### src/rtl/comp_button_if.sv
// comp_button_if -- bus bundle for the computer-player button comparator.
//
// Signals:
//   Q   [WIDTH-1:0]  unsigned pseudo-random threshold (LFSR value)
//   SW  [WIDTH-2:0]  unsigned difficulty setting from switches
//   out              registered computer-player "button press"
//
// Modports:
//   master -- stimulus side: drives Q/SW, observes out
//   slave  -- comp_button side: consumes Q/SW, drives out
interface comp_button_if #(
  parameter int unsigned WIDTH = 10
);
  logic [WIDTH-1:0] Q;
  logic [WIDTH-2:0] SW;
  logic             out;

  modport master (
    output Q,
    output SW,
    input  out
  );

  modport slave (
    input  Q,
    input  SW,
    output out
  );
endinterface

### src/rtl/comp_button.sv
// comp_button -- computer-player button for a reaction game.
//
// The difficulty switches SW, zero-extended to WIDTH bits, are compared
// against the pseudo-random threshold Q. When SW > Q (unsigned, strict) the
// computer "presses" its button. The compare result is registered, so out
// follows the inputs with one cycle of latency and never has a combinational
// path from Q/SW.
//
// Ports:
//   clk    -- system clock, all state updates on the rising edge
//   reset  -- synchronous active-high reset, clears all state
//   bus    -- comp_button_if.slave (Q, SW in; out out)
//
// Parameter:
//   WIDTH  -- bit width of Q (minimum 2); SW is WIDTH-1 bits
//
// Configuration macro COMP_BUTTON_PULSE_EN:
//   undefined -- out is a level, high while the compare holds
//   defined   -- out is a one-cycle pulse on each 0->1 compare transition;
//                a compare already true on the first edge after reset counts
//                as a rising edge

// Purely combinational unsigned strict greater-than.
module comparator #(
  parameter int unsigned WIDTH = 10
) (
  input  logic [WIDTH-1:0] A,
  input  logic [WIDTH-1:0] B,
  output logic             true_false
);
  always_comb begin
    true_false = (A > B);
  end
endmodule

module comp_button #(
  parameter int unsigned WIDTH = 10
) (
  input  logic          clk,
  input  logic          reset,
  comp_button_if.slave  bus
);

  if (WIDTH < 2) begin : g_width_check
    $error("comp_button: WIDTH must be at least 2");
  end

  // SW is one bit narrower than Q; its implied MSB of 0 means any Q with
  // MSB set can never be beaten.
  logic [WIDTH-1:0] op_a;
  logic             compare;

  assign op_a = {1'b0, bus.SW};

  comparator #(
    .WIDTH(WIDTH)
  ) u_comparator (
    .A          (op_a),
    .B          (bus.Q),
    .true_false (compare)
  );

  // Level register of the compare result.
  logic cmp_q;

`ifdef COMP_BUTTON_PULSE_EN
  // The previous compare is exactly what cmp_q holds, so the edge detect
  // reuses it rather than keeping a duplicate flop. Both clear on reset,
  // which makes a compare already true after reset look like a rising edge.
  logic prev_cmp;
  logic pulse_q;

  assign prev_cmp = cmp_q;

  always_ff @(posedge clk) begin
    if (reset) begin
      cmp_q   <= 1'b0;
      pulse_q <= 1'b0;
    end else begin
      cmp_q   <= compare;
      pulse_q <= compare & ~prev_cmp;
    end
  end

  assign bus.out = pulse_q;
`else
  always_ff @(posedge clk) begin
    if (reset) begin
      cmp_q <= 1'b0;
    end else begin
      cmp_q <= compare;
    end
  end

  assign bus.out = cmp_q;
`endif

endmodule

### src/flat_wrapper.sv
// flat-port wrapper written by rule: the top's interface ports become plain ports
module comp_button_flat 
#(
  parameter int unsigned WIDTH = 10
)
  (clk, reset, bus_Q, bus_SW, bus_out);
  comp_button_if #(.WIDTH(WIDTH)) bus_i ();
  input  logic clk;
  input  logic reset;
  input wire logic [$bits(bus_i.Q)-1:0] bus_Q;
  input wire logic [$bits(bus_i.SW)-1:0] bus_SW;
  output wire logic [$bits(bus_i.out)-1:0] bus_out;
  assign bus_i.Q = bus_Q;
  assign bus_i.SW = bus_SW;
  assign bus_out = bus_i.out;
  comp_button #(.WIDTH(WIDTH)) u_core (.clk(clk), .reset(reset), .bus(bus_i));
endmodule
### config.mk
export PLATFORM = sky130hd
export DESIGN_NAME = comp_button_flat
export DESIGN_NICKNAME = d
export VERILOG_FILES = /design/src/rtl/comp_button_if.sv /design/src/rtl/comp_button.sv /design/src/flat_wrapper.sv
export SDC_FILE = /design/constraint.sdc
export NUM_CORES = 1
export LEC_CHECK = 0
export ABC_CLOCK_PERIOD_IN_PS = 1400
export BUFFER_PORTS_ARGS = -buffer_cell sky130_fd_sc_hd__buf_4
export CAP_MARGIN = 30
export CORE_AREA = 5 5 42 44
export DETAILED_ROUTE_END_ITERATION = 16
export DIE_AREA = 0 0 47 49
export GPL_TIMING_DRIVEN = 0
export PLACE_DENSITY_LB_ADDON = 0.12
export SKIP_CTS_REPAIR_TIMING = 1
export SYNTH_ARGS = -nofsm -noshare
export SYNTH_HDL_FRONTEND = slang
export SYNTH_SLANG_ARGS = --single-unit
### constraint.sdc
create_clock -name clk -period 1.4 [get_ports clk]
set_clock_uncertainty 0.05 [all_clocks]
set_input_delay 0.07 -clock clk [delete_from_list [all_inputs] [get_ports clk]]
set_output_delay 0.07 -clock clk [all_outputs]
set_load 0.01 [all_outputs]
==> out/results.tsv, run 1 <==
stage	metric	value	unit
outcome	status	complete, no violations	
drt	ANT nets after route	0	
logic_synthesis	cell taking the most area after synthesis	ha_1	
logic_synthesis	commonest cells in the netlist	ha_1 (9), inv_1 (9), a21oi_1 (3), a21o_1 (2)	
logic_synthesis	post-synth top area share	0.4390	
logic_synthesis	Post-synth ARST share	0	
worst_setup_path	Crit Path Max Fanout	2	
worst_setup_path	Critical Path AT	1020	ps
sta	Worst-Margin Slew	156.2	ps
finish	fin nets	86	
logic_synthesis	Post-synth EDFFs	0	
drt	wire per inst	8.386	um
logic_synthesis	Synth cell types	14	
pwr	sw power	36.19	uW
sta	Tmin final	1190	ps
floorplanning	Initial Util	0.1830	
logic_synthesis	sequential area share after synthesis	0.07805	
place	post-DP HPWL	574.8	um
worst_setup_path	Crit Path Category	in2reg	
hold_path	HP Class	in2reg	
drt	Pre-antenna DRT Iters	1	
sta	Final period util	0.8498	
logic_synthesis	Yosys reg bits	1	
place	Placed Cells	70	
finish	fin cells	70	
pwr	pwr/cell area	300.4	nW/um2
floorplanning	chip height	49	um
pwr	Cell Int Power	94.25	uW
floorplanning	Core Box Area	1401	um2
logic_synthesis	number of synthesis warnings	0	
hold_path	Hold Crit Depth	3	
worst_setup_path	crit-path leading delay family	compound AO/OA/AOI/OAI gates	
drt	DR DRC count	0	
grt	gr ovfl total	0	
grt	number of global-route vias before repair	254	
finish	fill count	166	
clock_tree	clock slew at reported path FFs	0	ps
sta	Slew Viols, Final	0	
worst_setup_path	startpoint types	primary input	
grt	Total GRT Usage	0.04916	
logic_synthesis	Post-Syn Area	256.5	um2
pwr	combinational fraction of design power	0.762	
worst_setup_path	Worst path slowest cell	ha_1	
drt	Vias	281	
place	area of placed instances	434.2	um2
worst_setup_path	max incr delay on CP	290	ps
finish	Finished Cell Area	434.2	um2
worst_setup_path	CP endpoint kind	flip-flop	
finish	synth-to-layout area growth	69.27	%
pwr	Sw Ratio	0.2774	
place	Port-buffer cells	21	
drt	vias per cell	4.014	
sta	slew margin rel.	0.8945	
worst_setup_path	Buf/Inv on CP	1	
grt	largest net degree at the start of global routing	4	
logic_synthesis	syn avg cell area	7.773	um2
worst_setup_path	worst-path cell chain	buf_4 -> ha_1 -> a21o_1 -> a21oi_1 -> a21boi_1 -> o21a_1	
worst_setup_path	CP required	1230	ps
place	Placer Congestion	0.6007	
drt	total wire length	587	um
pwr	sequential power share	0.238	
finish	number of diodes	0	
pwr	maximum vdd drop	86.29	uV
floorplanning	io pins	22	
floorplanning	Row Count	14	
floorplanning	Horiz. Die Dim	47	um
hold_path	Worst Hold End	u_core.bus.out$_SDFF_PP0_	
sta	Hold WS	275.4	ps
grt	first-pass GRT wire length	931	um
flow_run	max cap viols	0	
floorplanning	area of the die	2303	um2
logic_synthesis	Main synth FF type	dfxtp_1	
logic_synthesis	Area contributors post-synth	ha_1 (44%), inv_1 (13%), dfxtp_1 (7.8%)	
sta	Fin Setup TNS	0	ps
pwr	P_leak	0.2655	nW
pwr	Clk network pwr share	0	
drt	1st-iter DRT viols	0	
sta	final setup fails	0	
sta	final hold viol count	0	
hold_path	hold path startpoint	reset	
sta	Fmax	840.6	MHz
sta	RSZ-0062 raised after global routing	false	
logic_synthesis	Post-Synthesis Net Count	63	
finish	max reg flops	1	
grt	initial antenna violation count	0	
logic_synthesis	Gate Count Post-Synth	33	
finish	share of cells above drive strength 1	0.4259	
==> stage by stage <==
stage               total power [mW]  worst slack, ps  utilization
finish                        0.1304            210.3       0.3098
global route                  0.1438            133.3       0.3098
CTS                           0.1326            181.7       0.3098
detailed placement            0.1317            182.4       0.3098
global placement              0.1321            187.0       0.3098
floorplan                    0.07628            364.8            -
==> worst min-delay path: cells and delay by family <==
| family | cells | cell delay, ps |
|---|---|---|
| compound gates | 2 | 120 |
| buf+inv | 1 | 80 |
==> power groups by stage <==
stage / registers [mW] / logic, mW / clock network, mW
finish: 0.0311 / 0.0994 / 0
global route: 0.0315 / 0.112 / 0
CTS: 0.0311 / 0.102 / 0
detailed placement: 0.0311 / 0.101 / 0
global placement: 0.0311 / 0.101 / 0
floorplan: 0.0320 / 0.0442 / 0
==> worst max path at each step <==
| stage | startpoint | end | cells after the start |
|---|---|---|---|
| 6_report | bus_SW[3] | u_core.bus.out$_SDFF_PP0_ | 6 |
| 5_1_grt | bus_SW[4] | u_core.bus.out$_SDFF_PP0_ | 6 |
| 4_1_cts | bus_SW[3] | u_core.bus.out$_SDFF_PP0_ | 6 |
| 3_5_place_dp | bus_SW[3] | u_core.bus.out$_SDFF_PP0_ | 6 |
| 3_3_place_gp | bus_SW[3] | u_core.bus.out$_SDFF_PP0_ | 6 |
| 2_1_floorplan | bus_Q[4] | u_core.bus.out$_SDFF_PP0_ | 6 |
==> cell families (layout without fill, tap and decap cells) <==
logic type	Yosys count	count (layout)	synth area share
AO/OA/AOI/OAI	9	9	0.2292
flip-flops	1	1	0.07805
adder cells (fa/ha/maj)	9	9	0.4390
AND/OR/NAND/NOR	5	5	0.1220
buffers and inverters	9	30	0.1317
==> layout make-up <==
| cell class | instances | area (um2) | area share |
|---|---|---|---|
| flip-flops and latches | 1 | 20.02 | 0.04611 |
| well taps | 16 | 20.02 | 0.04611 |
| inverters | 9 | 33.78 | 0.07781 |
| multi-input cells | 23 | 202.7 | 0.4669 |
| repair buffers | 21 | 157.7 | 0.3631 |
==> cells in the final DEF, fill, tap and decap left out <==
cell type,instances
inv_1,9
nor2b_1,1
nor2_2,1
a41oi_1,1
o21ai_1,1
a21oi_1,3
buf_4,21
and3_2,1
ha_1,9
dfxtp_1,1
a21o_1,2
nand4_1,1
nand3_1,1
o21a_1,1
a21boi_1,1
==> per-layer routing <==
layer | global-route usage | up-vias | wire length [um]
met5 | 0 | - | 0
met4 | 0 | 0 | 0
met3 | 0.01107 | 0 | 77
met2 | 0.08597 | 13 | 260
met1 | 0.06318 | 111 | 249
li1 | - | 157 | -
No activity file was read; power rests on OpenSTA's default activity.
==> run 2: changes to the inputs <==
ABC_AREA = 1   (was unset)
ABC_CLOCK_PERIOD_IN_PS = 1100   (was 1400)
clock period = 1.1 ns   (was 1.4 ns; I/O delays follow)
==> run 2 against run 1 <==
Synthesized cell count is 58% higher. Sequential power is 28% higher. Cell area is 24% higher. Via count is 26% higher. Die area stayed put. Combinational power is 72% higher. Synthesized area is 21% higher. First-iteration DRC count stayed put. Largest power group unchanged. Global-route usage is 0.49 points higher. Power is 61% higher. Sequential cell count stayed put.
==> out/results.tsv, run 2 <==
stage	metric	value	unit	change
logic_synthesis	number of synthesis warnings	0		unchanged
grt	largest net degree at the start of global routing	4		unchanged
worst_setup_path	CP most frequent cell	nor2_1		
pwr	maximum vdd drop	103.7	uV	+20%
worst_setup_path	Critical Path AT	880	ps	-140 ps
sta	final hold viol count	0		unchanged
floorplanning	Row Count	14		unchanged
logic_synthesis	Adder-Cell Fraction of Synth Area	0.3614		-0.07758
logic_synthesis	Main synth FF type	dfxtp_1		
floorplanning	Horiz. Die Dim	47	um	unchanged
place	pre-CTS WS	-6.502	ps	-188.9 ps
finish	commonest cells after routing, fill and taps aside	buf_4 (20), inv_1 (14), nand2_1 (12), ha_1 (6)		
finish	Finished Cell Area	538.0	um2	+24%
sta	RSZ-0062 raised after global routing	true		
logic_synthesis	Gate Count Post-Synth	52		+58%
worst_setup_path	CP endpoint kind	flip-flop		
logic_synthesis	cell taking the most area after synthesis	ha_1		
pwr	sequential power share	0.189		-0.049
worst_setup_path	CP required	930	ps	-300 ps
logic_synthesis	Post-Syn Area	311.5	um2	+21%
pwr	pwr/cell area	391.3	nW/um2	+30%
logic_synthesis	mux share of post-synthesis cell area	0		unchanged
floorplanning	chip height	49	um	unchanged
pwr	combinational fraction of design power	0.811		+0.049
flow_run	max cap viols	0		unchanged
finish	post-layout util	0.3839		+0.07411
logic_synthesis	sequential area share after synthesis	0.06426		-0.01379
logic_synthesis	Synth cell types	12		-2
grt	Total GRT Usage	0.05407		+0.004916
finish	commonest non-fill, non-tap cell in the layout	buf_4		
pwr	Clk network pwr share	0		unchanged
drt	total wire length	678	um	+16%
logic_synthesis	Simple-Gate Fraction of Synth Area	0.3012		+0.1793
sta	Fmax	960.0	MHz	
drt	DR DRC count	0		unchanged
sta	Worst-Margin Slew	168.3	ps	+12.11 ps
logic_synthesis	compound-cell area share of the yosys netlist	0.06827		-0.1610
hold_path	HP Class	in2reg		
logic_synthesis	Post-synth ARST share	0		unchanged
floorplanning	Core Box Area	1401	um2	unchanged
sta	Fin Setup TNS	0	ps	unchanged
finish	fin nets	105		+22%
drt	1st-iter DRT viols	0		unchanged
drt	Pre-antenna DRT Iters	1		unchanged
logic_synthesis	post-synth top area share	0.3614		-0.07758
pwr	sw power	73.33	uW	+100%
clock_tree	clock slew at reported path FFs	0	ps	unchanged
grt	initial antenna violation count	0		unchanged
place	Placer Congestion	0.6001		about the same
worst_setup_path	Crit Path Max Fanout	2		unchanged
worst_setup_path	Crit Path Category	in2reg		
logic_synthesis	Area contributors post-synth	ha_1 (36%), inv_1 (19%), nand2_1 (17%)		
sta	Final period util	0.9470		
sta	setup ws final	58.34	ps	-152.0 ps
pwr	Cell Int Power	137.2	uW	+46%
logic_synthesis	main combinational cell family by area after synthesis	adder cells		
drt	vias per cell	3.978		-0.92%
outcome	status	complete, no violations		
sta	Tmin final	1042	ps	
place	Port-buffer cells	21		unchanged
grt	gr ovfl total	0		unchanged
drt	wire per inst	7.618	um	-9.2%
logic_synthesis	syn avg cell area	5.991	um2	-23%
logic_synthesis	most numerous cell in the Yosys netlist	inv_1		
grt	first-pass GRT wire length	1048	um	+13%
drt	Vias	354		+26%
finish	share of cells above drive strength 1	0.4384		+0.01243
logic_synthesis	Yosys reg bits	1		unchanged
pwr	Sw Ratio	0.3483		+0.07090
logic_synthesis	commonest cells in the netlist	inv_1 (16), nand2_1 (14), ha_1 (9), nor2_1 (3)		
drt	ANT nets after route	0		unchanged
floorplanning	io pins	22		unchanged
pwr	total power	210.5	uW	+61%
worst_setup_path	Worst path slowest cell	ha_1		
worst_setup_path	worst-path cell chain	buf_4 -> ha_1 -> nand2_2 -> nor2_2 -> nand3_1 -> nand2_1 -> nor2_1 -> nor2_1		
place	area of placed instances	489.2	um2	+13%
logic_synthesis	xor/xnor share of the synthesized area	0		unchanged
finish	max reg flops	1		unchanged
sta	slew margin rel.	0.8878		-0.006698
worst_setup_path	startpoint types	primary input		
logic_synthesis	Post-Synthesis Net Count	82		+30%
finish	synth-to-layout area growth	72.69	%	
floorplanning	area of the die	2303	um2	unchanged
finish	number of diodes	0		unchanged
logic_synthesis	Post-synth EDFFs	0		unchanged
grt	number of global-route vias before repair	298		+17%
worst_setup_path	max incr delay on CP	310	ps	+20 ps
floorplanning	Initial Util	0.2223		+0.03929
sta	final setup fails	0		unchanged
place	post-DP HPWL	610.6	um	+6.2%
sta	Slew Viols, Final	0		unchanged
pwr	P_leak	0.3161	nW	+19%
run 2: cell count changes in the layout (fill, tap and decap cells not counted), sizes merged:
| cell | before | now |
|---|---|---|
| a21o | 2 | 0 |
| and3 | 1 | 0 |
| a41oi | 1 | 0 |
| nand2 | 0 | 14 |
| nor2 | 1 | 5 |
| o21a | 1 | 0 |
| a21oi | 3 | 2 |
| inv | 9 | 17 |
| nand4 | 1 | 2 |
| nor2b | 1 | 0 |
| o21ai | 1 | 0 |
run 2: per-layer routing:
metal | global-route usage | vias up | share of wire
met1 | 0.07625 | 143 | 0.39
met3 | 0.007380 | 0 | 0.14
met2 | 0.09050 | 13 | 0.48
li1 | - | 198 | -
met5 | 0 | - | 0
met4 | 0 | 0 | 0
run 2: power by group through the flow:
stage / clock network (mW) / registers, mW / logic, mW
floorplan: 0 / 0.0411 / 0.0745
global placement: 0 / 0.0398 / 0.147
detailed placement: 0 / 0.0400 / 0.149
CTS: 0 / 0.0400 / 0.149
global route: 0 / 0.0400 / 0.199
finish: 0 / 0.0399 / 0.171
run 2: worst max-delay path, delay by kind of cell:
kind | cells | cell delay (ps)
AND/OR/NAND/NOR | 6 | 400
adder cells (fa/ha/maj) | 1 | 310
buffers and inverters | 1 | 110
run 2: area by class of cell:
class / instances / area, um2
fill: 157 / 863.3
multi-input combinational: 34 / 270.3
timing repair buffer: 21 / 161.4
inverter: 17 / 66.31
sequential: 1 / 20.02
tap: 16 / 20.02
run 2: kinds of logic after synthesis:
logic type,Yosys count
AO/OA/AOI/OAI,3
buffers and inverters,17
AND/OR/NAND/NOR,22
adder cells (fa/ha/maj),9
flip-flops,1
run 2: path summary, 6_finish.rpt:
path                      start  depth (start not counted)  slack, ps                        end
worst max-delay path  bus_SW[5]                          8         60  u_core.bus.out$_SDFF_PP0_
worst min-delay path      reset                          4        250  u_core.bus.out$_SDFF_PP0_
run 2: stage by stage:
| stage | hold slack (ps) | cells |
|---|---|---|
| 2_1_floorplan | 154.9 | 52 |
| 3_3_place_gp | 250.6 | 89 |
| 3_5_place_dp | 250.0 | 89 |
| 4_1_cts | 252.0 | 89 |
| 5_1_grt | 274.2 | 89 |
| 6_report | 246.4 | 89 |
==> run 3: changes to the inputs <==
ABC_AREA = unset   (was 1)
CTS_BUF_LIST = sky130_fd_sc_hd__clkbuf_4   (was unset)
==> run 3 against run 2 <==
Sequential share of layout area is 0.14 points lower. Die area stayed put. Routed wire length is 11% higher. Critical endpoint unchanged. Cell area is 4.0% higher.
==> out/results.tsv, run 3 (same netlist as run 1, synthesis figures left out) <==
stage	metric	value	unit	change
outcome	status	complete, no violations		
worst_setup_path	Critical Path AT	910	ps	+30 ps
worst_setup_path	max incr delay on CP	190	ps	-120 ps
drt	wire per inst	10.71	um	+41%
worst_setup_path	Crit Path Max Fanout	2		unchanged
floorplanning	Horiz. Die Dim	47	um	unchanged
pwr	pwr/cell area	408.4	nW/um2	+4.4%
grt	initial antenna violation count	0		unchanged
finish	max reg flops	1		unchanged
drt	total wire length	750	um	+11%
finish	post-layout util	0.3991		+0.01518
sta	final hold viol count	0		unchanged
flow_run	max cap viols	0		unchanged
sta	Fmax	929.1	MHz	-3.2%
grt	Total GRT Usage	0.04916		-0.004916
drt	Vias	297		-16%
hold_path	HP Class	in2reg		
sta	final setup fails	0		unchanged
sta	Worst-Margin Slew	127.8	ps	-40.55 ps
sta	Slew Viols, Final	0		unchanged
drt	DR DRC count	0		unchanged
finish	share of cells above drive strength 1	0.7778		+0.3394
place	Placer Congestion	0.6007		about the same
place	Port-buffer cells	21		unchanged
sta	Fin Setup TNS	0	ps	unchanged
place	pre-CTS WS	-102.6	ps	-96.09 ps
finish	fin nets	86		-18%
place	area of placed instances	434.2	um2	-11%
worst_setup_path	CP required	930	ps	about the same
finish	synth-to-layout area growth	118.0	%	
floorplanning	Core Box Area	1401	um2	unchanged
floorplanning	area of the die	2303	um2	unchanged
worst_setup_path	Crit Path Category	in2reg		
drt	Pre-antenna DRT Iters	1		unchanged
clock_tree	clock slew at reported path FFs	0	ps	unchanged
grt	largest net degree at the start of global routing	4		unchanged
sta	RSZ-0062 raised after global routing	true		
worst_setup_path	startpoint types	primary input		
floorplanning	chip height	49	um	unchanged
finish	fin cells	70		-21%
drt	1st-iter DRT viols	0		unchanged
worst_setup_path	Worst path slowest cell	ha_4		
pwr	total power	228.4	uW	+8.5%
pwr	maximum vdd drop	122.8	uV	+18%
finish	number of diodes	0		unchanged
floorplanning	Initial Util	0.1830		-0.03929
sta	Final period util	0.9784		+0.03145
floorplanning	io pins	22		unchanged
pwr	P_leak	0.2659	nW	-16%
finish	Finished Cell Area	559.3	um2	+4.0%
worst_setup_path	CP endpoint kind	flip-flop		
grt	number of global-route vias before repair	254		-15%
sta	slew margin rel.	0.9148		+0.02703
place	post-DP HPWL	574.8	um	-5.9%
finish	commonest cells after routing, fill and taps aside	buf_4 (19), inv_2 (7), ha_4 (7)		
drt	vias per cell	4.243		+6.7%
grt	first-pass GRT wire length	931	um	-11%
drt	ANT nets after route	0		unchanged
sta	setup ws final	23.74	ps	-34.60 ps
grt	gr ovfl total	0		unchanged
worst_setup_path	worst-path cell chain	buf_4 -> inv_2 -> ha_4 -> a21o_1 -> nand3_1 -> a21oi_1 -> o21a_1		
floorplanning	Row Count	14		unchanged
place	Placed Cells	70		-21%
sta	Tmin final	1076	ps	+34.60 ps
finish	commonest non-fill, non-tap cell in the layout	buf_4		
sta	Hold WS	256.5	ps	+10.14 ps
==> run 3: changes by cell type in the layout (fill, tap and decap cells not counted), sizes merged, moves of 2 or more <==
cell / before / now
nand2: 14 / 0
inv: 17 / 9
nor2: 5 / 1
a21o: 0 / 2
==> run 3: final timing paths <==
kind | start | end | slack [ps] | depth (start not counted)
setup / recovery | bus_Q[6] | u_core.bus.out$_SDFF_PP0_ | 20 | 7
hold / removal | reset | u_core.bus.out$_SDFF_PP0_ | 260 | 3
==> run 3: critical path, delay by kind of cell <==
family,cells,cell delay [ps]
buffers and inverters,2,170
AND/OR/NAND/NOR,1,70
adder cells (fa/ha/maj),1,190
AO/OA/AOI/OAI,3,420
==> run 3: area by class of cell <==
cell class	count	area (um2)
Sequential cell	1	20.02
Tap cell	16	20.02
Timing Repair Buffer	21	165.2
Multi-Input combinational cell	23	320.3
Fill cell	151	842.1
Inverter	9	33.78
==> run 3: where the power goes <==
part | leakage, nW | internal, mW | switching [mW] | total (mW)
clock network | 0 | 0 | 0 | 0
logic | 0.258 | 0.116 | 0.0729 | 0.189
registers | 0.00819 | 0.0391 | 0.000424 | 0.0396
total | 0.266 | 0.155 | 0.0733 | 0.228
==> run 3: routing by layer <==
layer | share of wire | track usage | vias to the layer above
li1 | - | - | 156
met1 | 0.39 | 0.06318 | 128
met2 | 0.51 | 0.08597 | 13
met3 | 0.10 | 0.01107 | 0
met4 | 0 | 0 | 0
met5 | 0 | 0 | -
